===== src/rtl/uart_tx_paridad_if.sv =====
// Byte handshake and serial line of the UART transmitter.
// master = byte producer, slave = transmitter.
interface uart_tx_paridad_if;
    logic [7:0] data_in;
    logic       start;
    logic       ready;
    logic       done;
    logic       tx;

    modport master (
        output data_in,
        output start,
        input  ready,
        input  done,
        input  tx
    );

    modport slave (
        input  data_in,
        input  start,
        output ready,
        output done,
        output tx
    );
endinterface


===== src/rtl/uart_tx_paridad.sv =====
// UART transmitter: start bit, 8 data bits LSB first, parity bit, stop bit.
// Every bit lasts CLKS_PER_BIT clocks; tx is registered and idles high.
module uart_tx_paridad #(
    parameter int unsigned CLKS_PER_BIT = 5208,
    parameter bit          PARITY_ODD   = 1'b0
) (
    input  logic             clk_i,
    input  logic             rst_i,
    uart_tx_paridad_if.slave bus_io
);

    localparam int unsigned CntW = (CLKS_PER_BIT > 1) ? $clog2(CLKS_PER_BIT) : 1;
    localparam logic [CntW-1:0] CntLast = CntW'(CLKS_PER_BIT - 1);

    localparam logic [2:0] StIdle   = 3'd0;
    localparam logic [2:0] StStart  = 3'd1;
    localparam logic [2:0] StData   = 3'd2;
    localparam logic [2:0] StParity = 3'd3;
    localparam logic [2:0] StStop   = 3'd4;

    logic [2:0]      state_q, state_d;
    logic [CntW-1:0] cnt_q, cnt_d;
    logic [2:0]      idx_q, idx_d;
    logic [7:0]      shift_q, shift_d;
    logic            par_q, par_d;
    logic            done_q, done_d;
    logic            tx_q, tx_d;
    logic            bit_end;

    assign bit_end = (cnt_q == CntLast);

    always_comb begin
        state_d = state_q;
        cnt_d   = cnt_q;
        idx_d   = idx_q;
        shift_d = shift_q;
        par_d   = par_q;
        done_d  = 1'b0;

        // Per-bit timer runs in every non-idle state and wraps at the bit boundary.
        if (state_q != StIdle) begin
            cnt_d = bit_end ? '0 : cnt_q + CntW'(1);
        end

        case (state_q)
            StIdle: begin
                if (bus_io.start) begin
                    shift_d = bus_io.data_in;
                    par_d   = (^bus_io.data_in) ^ PARITY_ODD;
                    cnt_d   = '0;
                    idx_d   = '0;
                    state_d = StStart;
                end
            end
            StStart: begin
                if (bit_end) state_d = StData;
            end
            StData: begin
                if (bit_end) begin
                    shift_d = {1'b0, shift_q[7:1]};
                    idx_d   = idx_q + 3'd1;
                    if (idx_q == 3'd7) state_d = StParity;
                end
            end
            StParity: begin
                if (bit_end) state_d = StStop;
            end
            StStop: begin
                if (bit_end) begin
                    state_d = StIdle;
                    done_d  = 1'b1;
                end
            end
            default: state_d = StIdle;
        endcase
    end

    always_comb begin
        tx_d = 1'b1;
        case (state_q)
            StStart:  tx_d = 1'b0;
            StData:   tx_d = shift_q[0];
            StParity: tx_d = par_q;
            default:  tx_d = 1'b1;
        endcase
    end

    always_ff @(posedge clk_i or posedge rst_i) begin
        if (rst_i) begin
            state_q <= StIdle;
            cnt_q   <= '0;
            idx_q   <= '0;
            shift_q <= '0;
            par_q   <= 1'b0;
            done_q  <= 1'b0;
            tx_q    <= 1'b1;
        end else begin
            state_q <= state_d;
            cnt_q   <= cnt_d;
            idx_q   <= idx_d;
            shift_q <= shift_d;
            par_q   <= par_d;
            done_q  <= done_d;
            tx_q    <= tx_d;
        end
    end

    assign bus_io.ready = (state_q == StIdle);
    assign bus_io.done  = done_q;
    assign bus_io.tx    = tx_q;

endmodule


===== src/flat_wrapper.sv =====
// flat-port wrapper written by rule: the top's interface ports become plain ports
module uart_tx_paridad_flat 
#(
    parameter int unsigned CLKS_PER_BIT = 5208,
    parameter bit          PARITY_ODD   = 1'b0
)
  (clk_i, rst_i, bus_io_data_in, bus_io_start, bus_io_ready, bus_io_done, bus_io_tx);
  uart_tx_paridad_if bus_io_i ();
  input  logic clk_i;
  input  logic rst_i;
  input wire logic [$bits(bus_io_i.data_in)-1:0] bus_io_data_in;
  input wire logic [$bits(bus_io_i.start)-1:0] bus_io_start;
  output wire logic [$bits(bus_io_i.ready)-1:0] bus_io_ready;
  output wire logic [$bits(bus_io_i.done)-1:0] bus_io_done;
  output wire logic [$bits(bus_io_i.tx)-1:0] bus_io_tx;
  assign bus_io_i.data_in = bus_io_data_in;
  assign bus_io_i.start = bus_io_start;
  assign bus_io_ready = bus_io_i.ready;
  assign bus_io_done = bus_io_i.done;
  assign bus_io_tx = bus_io_i.tx;
  uart_tx_paridad #(.CLKS_PER_BIT(CLKS_PER_BIT), .PARITY_ODD(PARITY_ODD)) u_core (.clk_i(clk_i), .rst_i(rst_i), .bus_io(bus_io_i));
endmodule

===== config.mk =====
export PLATFORM = sky130hd
export DESIGN_NAME = uart_tx_paridad_flat
export DESIGN_NICKNAME = d
export VERILOG_FILES = /design/src/rtl/uart_tx_paridad_if.sv /design/src/rtl/uart_tx_paridad.sv /design/src/flat_wrapper.sv
export SDC_FILE = /design/constraint.sdc
export NUM_CORES = 1
export LEC_CHECK = 0
export BUFFER_PORTS_ARGS = -buffer_cell sky130_fd_sc_hd__buf_2
export CAP_MARGIN = 25
export CORE_UTILIZATION = 45
export CTS_BUF_LIST = sky130_fd_sc_hd__clkbuf_4
export CTS_CLUSTER_SIZE = 12
export DETAILED_ROUTE_END_ITERATION = 7
export PLACE_DENSITY = 0.68
export SKIP_CTS_REPAIR_TIMING = 1
export SLEW_MARGIN = 30
export SYNTH_ARGS = -nofsm -noshare
export SYNTH_HDL_FRONTEND = slang
export SYNTH_SLANG_ARGS = --single-unit

===== constraint.sdc =====
create_clock -name clk_i -period 2.3 [get_ports clk_i]
set_input_delay 0.345 -clock clk_i [delete_from_list [all_inputs] [get_ports clk_i]]
set_output_delay 0.345 -clock clk_i [all_outputs]
set_load 0.02 [all_outputs]

# Word-level counts from Yosys, hierarchy flattened
# Cells that the tools add are included.
# Widths: inputs -> output; s select.
[totals]
inputBits = 11
word_cells = 48
out_inout_bits = 3
reg_bits = 30
[op_classes]
n_reduce_logical = 7
n_addsub = 2
n_eq_ne = 12
muxes = 20
[ops]
columns = ["cell", "count"]
rows = [
  ["$mux 13", 4],
  ["$mux 3", 8],
  ["$mux 8", 2],
  ["$pmux 8 s2", 1],
  ["$pmux 3 s5", 1],
  ["$add 13x1->13 const B", 1],
  ["$eq 13x13->1 const B", 1],
  ["$ne 2x1->1 const B", 5],
  ["$reduce_xor 8->1", 1],
  ["$eq 3x2->1 const B", 2],
  ["$eq 3x3->1 const B", 2],
  ["$pmux 3 s2", 1],
  ["$reduce_and 6->1", 1],
  ["$add 3x1->3 const B", 1],
  ["$eq 3x1->1 const B", 1],
  ["$logic_not 3->1", 1],
  ["$pmux 1 s3", 1],
  ["$reduce_and 3->1", 1],
  ["$reduce_bool 3->1", 1],
  ["$mux 1", 2],
  ["$ne 2x2->1 const B", 1],
  ["$reduce_and 2->1", 1],
  ["$reduce_bool 2->1", 1],
]

# Logic depth before layout (Yosys ltp)
# Gate-level depths: netlist of run 1.
[logic_depth]
ltp_word = 5
depth_mapped = 7
mapped_depth_nobuf = 5

# Worst setup path after synthesis of run 1
# Ideal clock, no wire load.
[synth_timing]
path_kind = "register to register"
from = "register u_core.cnt_q[0]"
to = "register u_core.shift_q[0]"
path_stages_with_launch = 8
arrival_time_ns = 1.767
setup_ns = 0.125
t_required_ns = 2.175
slack_ns = 0.407
path_buffers = 2
synth_period_minus_slack_ns = 1.893
path_cell_list = "dfrtp_1 ha_1 and4_1 and3_1 buf_6 a22oi_4 buf_6 mux2_4"
[synth_between]
elab_chain_cells = 3
[synth_lines]
columns = ["element", "line_no", "rtl"]
rows = [
  ["start, declared", "uart_tx_paridad.sv:22", "logic [CntW-1:0] cnt_q, cnt_d;"],
  ["start signal, assigned", "uart_tx_paridad.sv:99", "cnt_q <= cnt_d;"],
  ["$eq 13x13->1", "uart_tx_paridad.sv:30", "assign bit_end = (cnt_q == CntLast);"],
  ["$ne 2x1->1 (no source line)", "n/a", ""],
  ["$reduce_and 3->1 (no source line)", "n/a", ""],
  ["end signal, assigned", "uart_tx_paridad.sv:101", "shift_q <= shift_d;"],
  ["end, declared", "uart_tx_paridad.sv:24", "logic [7:0] shift_q, shift_d;"],
]
# Every way passes these cells.
# A chain may end at the register's enable or synchronous reset.

# Final worst setup path of run 1
[layout_timing]
from = "register u_core.cnt_q[0]"
to = "register u_core.shift_q[6]"
# The elaborated chain is that of the path after synthesis.

==> results of run 1 <==
## per-layer routing
metal,track usage (%),vias to the layer above,wire length (µm)
met5,0,-,0
met4,9.66,0,60
met3,5.80,9,157
met2,30.7,37,1620
met1,23.6,593,1500
li1,-,584,-
## synth_stat cells (all sizes together), types with 3 or more instances
library cell / number / area (µm²)
nor4: 3 / 18.8
a21oi: 4 / 20.0
nor2: 6 / 30.0
and4: 3 / 27.5
nand3: 5 / 25.0
nand2: 11 / 41.3
xnor2: 8 / 70.1
mux2: 16 / 203
buf: 7 / 68.8
dfrtp: 29 / 726
a31oi: 10 / 68.8
ha: 3 / 37.5
o21ai: 3 / 15.0
nand4: 4 / 25.0
a22o: 5 / 46.3
a41oi: 3 / 26.3
## how the worst max path moves through the flow
stage	start	end	slack [ps]	cells past startpoint
final	u_core.cnt_q[0]	u_core.shift_q[6]	150	5
after global routing	u_core.cnt_q[0]	u_core.shift_q[6]	50	5
after CTS	u_core.cnt_q[0]	u_core.shift_q[6]	150	5
after detailed placement	u_core.cnt_q[0]	u_core.shift_q[6]	180	5
after global placement	u_core.cnt_q[0]	u_core.shift_q[6]	250	5
after floorplan	u_core.cnt_q[0]	u_core.shift_q[0]	410	7
## cell families after synthesis
family	Yosys count
compound gates	33
buf+inv	10
xor+xnor	10
simple gates	45
fa+ha+maj	3
mux	16
flops	30
## worst max-delay path: cells and delay by family (launching register included)
family	cells	cell delay, ps
DFF	1	430
adders and majority gates	1	280
muxes	1	390
and+or+nand+nor	2	510
AOI/OAI and AO/OA	1	430
## where the power goes
group / internal, mW / switching [mW] / total, mW
Combinational: 0.169 / 0.155 / 0.324
Clock: 0.126 / 0.189 / 0.316
Sequential: 0.626 / 0.171 / 0.796
## metrics by stage
step | hold slack, ps | total power [mW] | setup slack [ps] | std cells | cell area (µm²)
finish | 58.9 | 1.44 | 151 | 212 | 1850
global route | 80.9 | 1.54 | 46.1 | 212 | 1850
CTS | 57.2 | 1.44 | 148 | 212 | 1850
detailed placement | 435 | 1.12 | 179 | 204 | 1800
global placement | 434 | 1.09 | 248 | 204 | 1800
floorplan | 435 | 1.04 | 407 | 147 | 1710
## cell type report
| cell class | count | area share, % |
|---|---|---|
| clock buffers | 6 | 2.43 |
| clock inverters | 2 | 0.473 |
| inverters | 2 | 0.406 |
| multi-input cells | 107 | 47.7 |
| flip-flops and latches | 30 | 40.6 |
| well taps | 48 | 3.25 |
| repair buffers | 17 | 5.14 |
## flip-flops by register name, summed over array words and instances (netlist names)
signal and count:
u_core.cnt_q 13, u_core.shift_q 8, u_core.idx_q 3, u_core.state_q 3
u_core.bus_io.done 1, u_core.bus_io.tx 1, u_core.par_q 1
## layout by cell type (no fill, tap or decap), drive strengths merged, types with 2 or more instances in the layout
| cell type | count |
|---|---|
| a41oi | 3 |
| nor2 | 6 |
| xor2 | 2 |
| nand3 | 5 |
| and2 | 2 |
| inv | 2 |
| clkinv | 2 |
| nand2 | 11 |
| nor4b | 2 |
| nand4 | 4 |
| a31oi | 10 |
| a22o | 5 |
| o21ai | 3 |
| ha | 3 |
| mux2 | 16 |
| xnor2 | 8 |
| dfrtp | 29 |
| a21oi | 4 |
| nand2b | 2 |
| clkbuf | 6 |
| and3 | 2 |
| and4 | 3 |
| nor4 | 3 |
| buf | 17 |
==> load_flow_metrics.sql, run 1 <==
INSERT INTO impl_metrics (metric_group, metric, value, unit) VALUES
('clock_network', 'cts_tree', 'done', ''),
('synthesis', 'synthesis.nets', '161', ''),
('synthesis', 'yosys_warns', '0', ''),
('setup_path', 'r2r_start', 'u_core.cnt_q[0]', ''),
('global_route', 'grtUsageTotal', '19.3', '%'),
('setup_path', 'worst-endpoint-arrival', '2370', 'ps'),
('synthesis', 'synth_sequential_area_ratio', '43.9', '%'),
('floorplan', 'dieArea', '4060', 'µm²'),
('cells_and_area', 'multi_input_area', '882', 'µm²'),
('floorplan', 'io_pins', '14', ''),
('setup_path', 'cp_data_required_time', '2520', 'ps'),
('power', 'power-per-cell-area', '776', 'nW/µm²'),
('synthesis', 'ys_seq_elements', '30', ''),
('setup_path', 'end_kind', 'register', ''),
('setup_path', 'critical_path.max_stage_delay', '430', 'ps'),
('synthesis', 'syn-instance-count', '147', ''),
('synthesis', 'post_synth_xor_area_fraction', '5.11', '%'),
('timing', 'finalMaxSlewViolations', '0', ''),
('timing', 'final.min_clock_period', '2150', 'ps'),
('synthesis', 'syn-mean-instance-area', '11.7', 'µm²'),
('clock_network', 'clockRootBuffer', 'clkbuf_4', ''),
('setup_path', 'worstReg2RegEnd', 'u_core.shift_q[6]', ''),
('placed_design', 'gpl.final_weighted_congestion', '0.805', ''),
('routing', 'ant_nets', '0', ''),
('cells_and_area', 'regArea', '752', 'µm²'),
('floorplan', 'core-area', '3660', 'µm²'),
('synthesis', 'most_frequently_used_flop_master_after_synthesis', 'dfrtp_1', ''),
('routing', 'drtPass1Iterations', '4', ''),
('status', 'run_status', 'completed', ''),
('cells_and_area', 'number_of_diodes_added_for_antenna_fixing', '0', ''),
('synthesis', 'asyncSetResetFlopFracSynth', '100', '%'),
('synthesis', 'area_fraction_in_compound_gates_after_synthesis', '14.8', '%'),
('global_route', 'globalRouteOverflowTotal', '0', ''),
('synthesis', 'synth_top_family_by_area', 'simple AND/OR/NAND/NOR gates', ''),
('timing', 'clock.fmax', '465', 'MHz'),
('power', 'p_leak', '0.877', 'nW'),
('setup_path', 'setup.reg_to_reg.worst_slack', '150', 'ps'),
('setup_path', 'crit_slowest_cell', 'dfrtp_1', ''),
('cells_and_area', 'area_delta_synth_final', '7.96', '%'),
('routing', 'routed_via_density', '5.77', ''),
('cells_and_area', 'fin_util', '50.5', '%'),
('setup_path', 'critPathKind', 'reg2reg', ''),
('placed_design', 'buffer_ports.inserted', '13', ''),
('clock_network', 'cts.htree.levels', '2', ''),
('timing', 'finClkSkew', '12.8', 'ps'),
('cells_and_area', 'drive_above_1_share', '32.9', '%'),
('routing', 'drt-wirelength-per-cell', '15.7', 'µm'),
('timing', 'setup_violations', '0', ''),
('floorplan', 'fp.dieH', '63.7', 'µm'),
('synthesis', 'synth_simple_gate_area_share', '17.5', '%'),
('clock_network', 'cts_buffers', '5', ''),
('floorplan', 'floorplan.initialDensity', '46.8', '%'),
('timing', 'final-hold-violation-count', '0', ''),
('floorplan', 'fp-row-count', '22', ''),
('global_route', 'first_global_vias', '1223', ''),
('min_path', 'min-delay-path-class', 'in2async', ''),
('clock_network', 'clkTransAtPathRegs', '100', 'ps'),
('setup_path', 'worstPathCellList', 'ha_1 -> and4_1 -> and3_1 -> a22oi_4 -> mux2_2', ''),
('setup_path', 'path_max_fanout', '11', ''),
('routing', 'dr_total_vias', '1223', ''),
('clock_network', 'clk_latency', '340', 'ps'),
('synthesis', 'count_of_flip_flops_with_a_built_in_enable_after_synthesis', '0', ''),
('cells_and_area', 'num-nets-final', '177', ''),
('timing', 'final.setup.tns', '0', 'ps'),
('global_route', 'antenna_found_initial', '0', ''),
('timing', 'rsz0062_at_grt', 'no', ''),
('routing', 'finalWirelength', '3.33', 'mm'),
('global_route', 'pin_count_of_the_biggest_net_entering_global_routing', '31', ''),
('clock_network', 'clock-sinks', '30', ''),
('synthesis', 'synth_adder_area_share', '2.19', '%'),
('timing', 'worst-slew-pin-transition', '509', 'ps');
Power figures use the tool's default switching activity.
==> inputs of run 2 (changes only) <==
==> constraint.sdc (replaced) <==
create_clock -name clk_i -period 2.3 [get_ports clk_i]
set_input_delay 0.345 -clock clk_i [delete_from_list [all_inputs] [get_ports clk_i]]
set_output_delay 0.345 -clock clk_i [all_outputs]
set_load 0.1 [all_outputs]
==> load_flow_metrics.sql, run 2 (synthesis results as in run 1) <==
INSERT INTO impl_metrics (metric_group, metric, value, unit) VALUES
('setup_path', 'crit_slowest_cell', 'dfrtp_1', ''),
('global_route', 'grtUsageTotal', '18.6', '%'),
('timing', 'final.min_clock_period', '2150', 'ps'),
('setup_path', 'critical_path.max_stage_delay', '430', 'ps'),
('floorplan', 'fp.dieH', '63.7', 'µm'),
('clock_network', 'cts_buffers', '5', ''),
('flow_run', 'drv.max_cap_violation_count', '0', ''),
('global_route', 'first_global_vias', '1169', ''),
('setup_path', 'crit_family', 'simple AND/OR/NAND/NOR gates', ''),
('setup_path', 'worst-endpoint-arrival', '2370', 'ps'),
('cells_and_area', 'largest_registers', 'u_core.cnt_q (13), u_core.shift_q (8)', ''),
('floorplan', 'die_x', '63.7', 'µm'),
('clock_network', 'clockBufferDepth', '2', ''),
('timing', 'rsz0062_at_grt', 'no', ''),
('placed_design', 'pre_cts_slack', '181', 'ps'),
('cells_and_area', 'multi_input_area', '882', 'µm²'),
('clock_network', 'clk_latency', '340', 'ps'),
('cells_and_area', 'largest-register', 'u_core.cnt_q', ''),
('floorplan', 'fp-row-count', '22', ''),
('setup_path', 'crit_buf_inv', '1', ''),
('clock_network', 'clockRootBuffer', 'clkbuf_4', ''),
('setup_path', 'cp_data_required_time', '2530', 'ps'),
('setup_path', 'path_max_fanout', '7', ''),
('routing', 'routed_via_density', '5.66', ''),
('floorplan', 'floorplan.initialDensity', '46.8', '%'),
('cells_and_area', 'largest_register_ff_count', '13', ''),
('cells_and_area', 'area_delta_synth_final', '8.39', '%'),
('cells_and_area', 'num-nets-final', '178', ''),
('status', 'run_status', 'completed', ''),
('placed_design', 'dpl-instance-area', '1800', 'µm²'),
('cells_and_area', 'fin_area', '1860', 'µm²'),
('timing', 'final.period_utilization', '93.3', '%'),
('global_route', 'first_pass_grt_wire_length', '5.66', 'mm'),
('clock_network', 'cts_tree', 'done', ''),
('setup_path', 'r2r.worst_path.cells', '6', ''),
('timing', 'finalMaxSlewViolations', '0', ''),
('cells_and_area', 'finish.cell_count_without_fillers', '213', ''),
('routing', 'drtPass1Iterations', '4', ''),
('setup_path', 'critical_path.startpoint_type', 'register', ''),
('timing', 'setup_violations', '0', ''),
('global_route', 'antenna_found_initial', '0', ''),
('placed_design', 'buffer_ports.inserted', '13', ''),
('routing', 'dr_total_vias', '1205', ''),
('clock_network', 'clkTransAtPathRegs', '100', 'ps'),
('timing', 'finClkSkew', '8.84', 'ps'),
('power', 'vdd.ir_drop.worst', '0.444', 'mV'),
('placed_design', 'placed_cell_count', '205', ''),
('floorplan', 'core-area', '3660', 'µm²'),
('routing', 'remaining_drc_errors', '0', ''),
('cells_and_area', 'layout.cells.most_common', 'dfrtp_1', ''),
('setup_path', 'end_kind', 'register', ''),
('cells_and_area', 'fillCellCount', '331', ''),
('power', 'power-per-cell-area', '763', 'nW/µm²'),
('global_route', 'globalRouteOverflowTotal', '0', ''),
('cells_and_area', 'regArea', '752', 'µm²'),
('cells_and_area', 'number_of_diodes_added_for_antenna_fixing', '0', ''),
('routing', 'finalWirelength', '3.23', 'mm'),
('placed_design', 'gpl.final_weighted_congestion', '0.815', ''),
('clock_network', 'clock-sinks', '30', ''),
('timing', 'slew_headroom', '56.0', '%'),
('setup_path', 'cp_num_cells', '6', ''),
('timing', 'final.setup.tns', '0', 'ps'),
('clock_network', 'cts.htree.levels', '2', ''),
('setup_path', 'critPathKind', 'reg2reg', ''),
('routing', 'initialDrtViolationCount', '80', ''),
('global_route', 'pin_count_of_the_biggest_net_entering_global_routing', '20', ''),
('floorplan', 'dieArea', '4060', 'µm²'),
('power', 'p_leak', '0.881', 'nW'),
('cells_and_area', 'drive_above_1_share', '33.3', '%'),
('timing', 'clock.fmax', '466', 'MHz'),
('routing', 'ant_nets', '0', ''),
('timing', 'worst-slew-pin-transition', '660', 'ps'),
('min_path', 'min-delay-path-class', 'in2async', ''),
('placed_design', 'dp_hpwl', '2.35', 'mm'),
('floorplan', 'io_pins', '14', ''),
('routing', 'drt-wirelength-per-cell', '15.2', 'µm'),
('timing', 'final-hold-violation-count', '0', ''),
('setup_path', 'worstPathCellList', 'ha_1 -> and4_1 -> and3_1 -> a22oi_4 -> buf_4 -> mux2_4', ''),
('timing', 'fin_ws', '155', 'ps'),
('cells_and_area', 'mostFrequentLayoutCells', 'dfrtp_1, buf_2, nand2_1', '');
[run 2: where the power goes]
part,switching [mW],internal (mW),total [mW]
Sequential,0.166,0.626,0.792
Clock,0.185,0.126,0.311
Combinational,0.148,0.168,0.316
Total,0.498,0.920,1.42
[run 2: worst paths after layout]
path / start / endpoint / slack, ps
max: u_core.cnt_q[0] / u_core.shift_q[2] / 150
min: rst_i / u_core.shift_q[6] / 70
max reg2reg: u_core.cnt_q[0] / u_core.shift_q[2] / 150
min reg2reg: u_core.shift_q[3] / u_core.shift_q[3] / 510
max in group asynchronous: rst_i / u_core.bus_io.tx / 1510
min in group clk_i: bus_io_data_in[7] / u_core.shift_q[7] / 290
[run 2: layout make-up]
type | instances | area share, %
Clock buffer | 6 | 2.42
Clock inverter | 2 | 0.471
Sequential cell | 30 | 40.5
Tap cell | 48 | 3.23
Inverter | 2 | 0.404
Multi-Input combinational cell | 107 | 47.5
Timing Repair Buffer | 18 | 5.52
[run 2: per-stage QoR]
step / hold slack [ps] / power, mW / util (%)
after floorplan: 435 / 1.04 / -
after global placement: 457 / 1.09 / 49.3
after detailed placement: 474 / 1.11 / 49.3
after CTS: 92.1 / 1.43 / 50.8
after global routing: 122 / 1.52 / 50.8
final: 74.9 / 1.42 / 50.8
[run 2: routing by layer]
metal	track usage (%)	vias up	part of all wire [%]
met5	0	-	0
met4	9.66	0	2.0
met3	6.34	7	3.9
met2	27.7	23	47
met1	23.8	588	47
li1	-	587	-
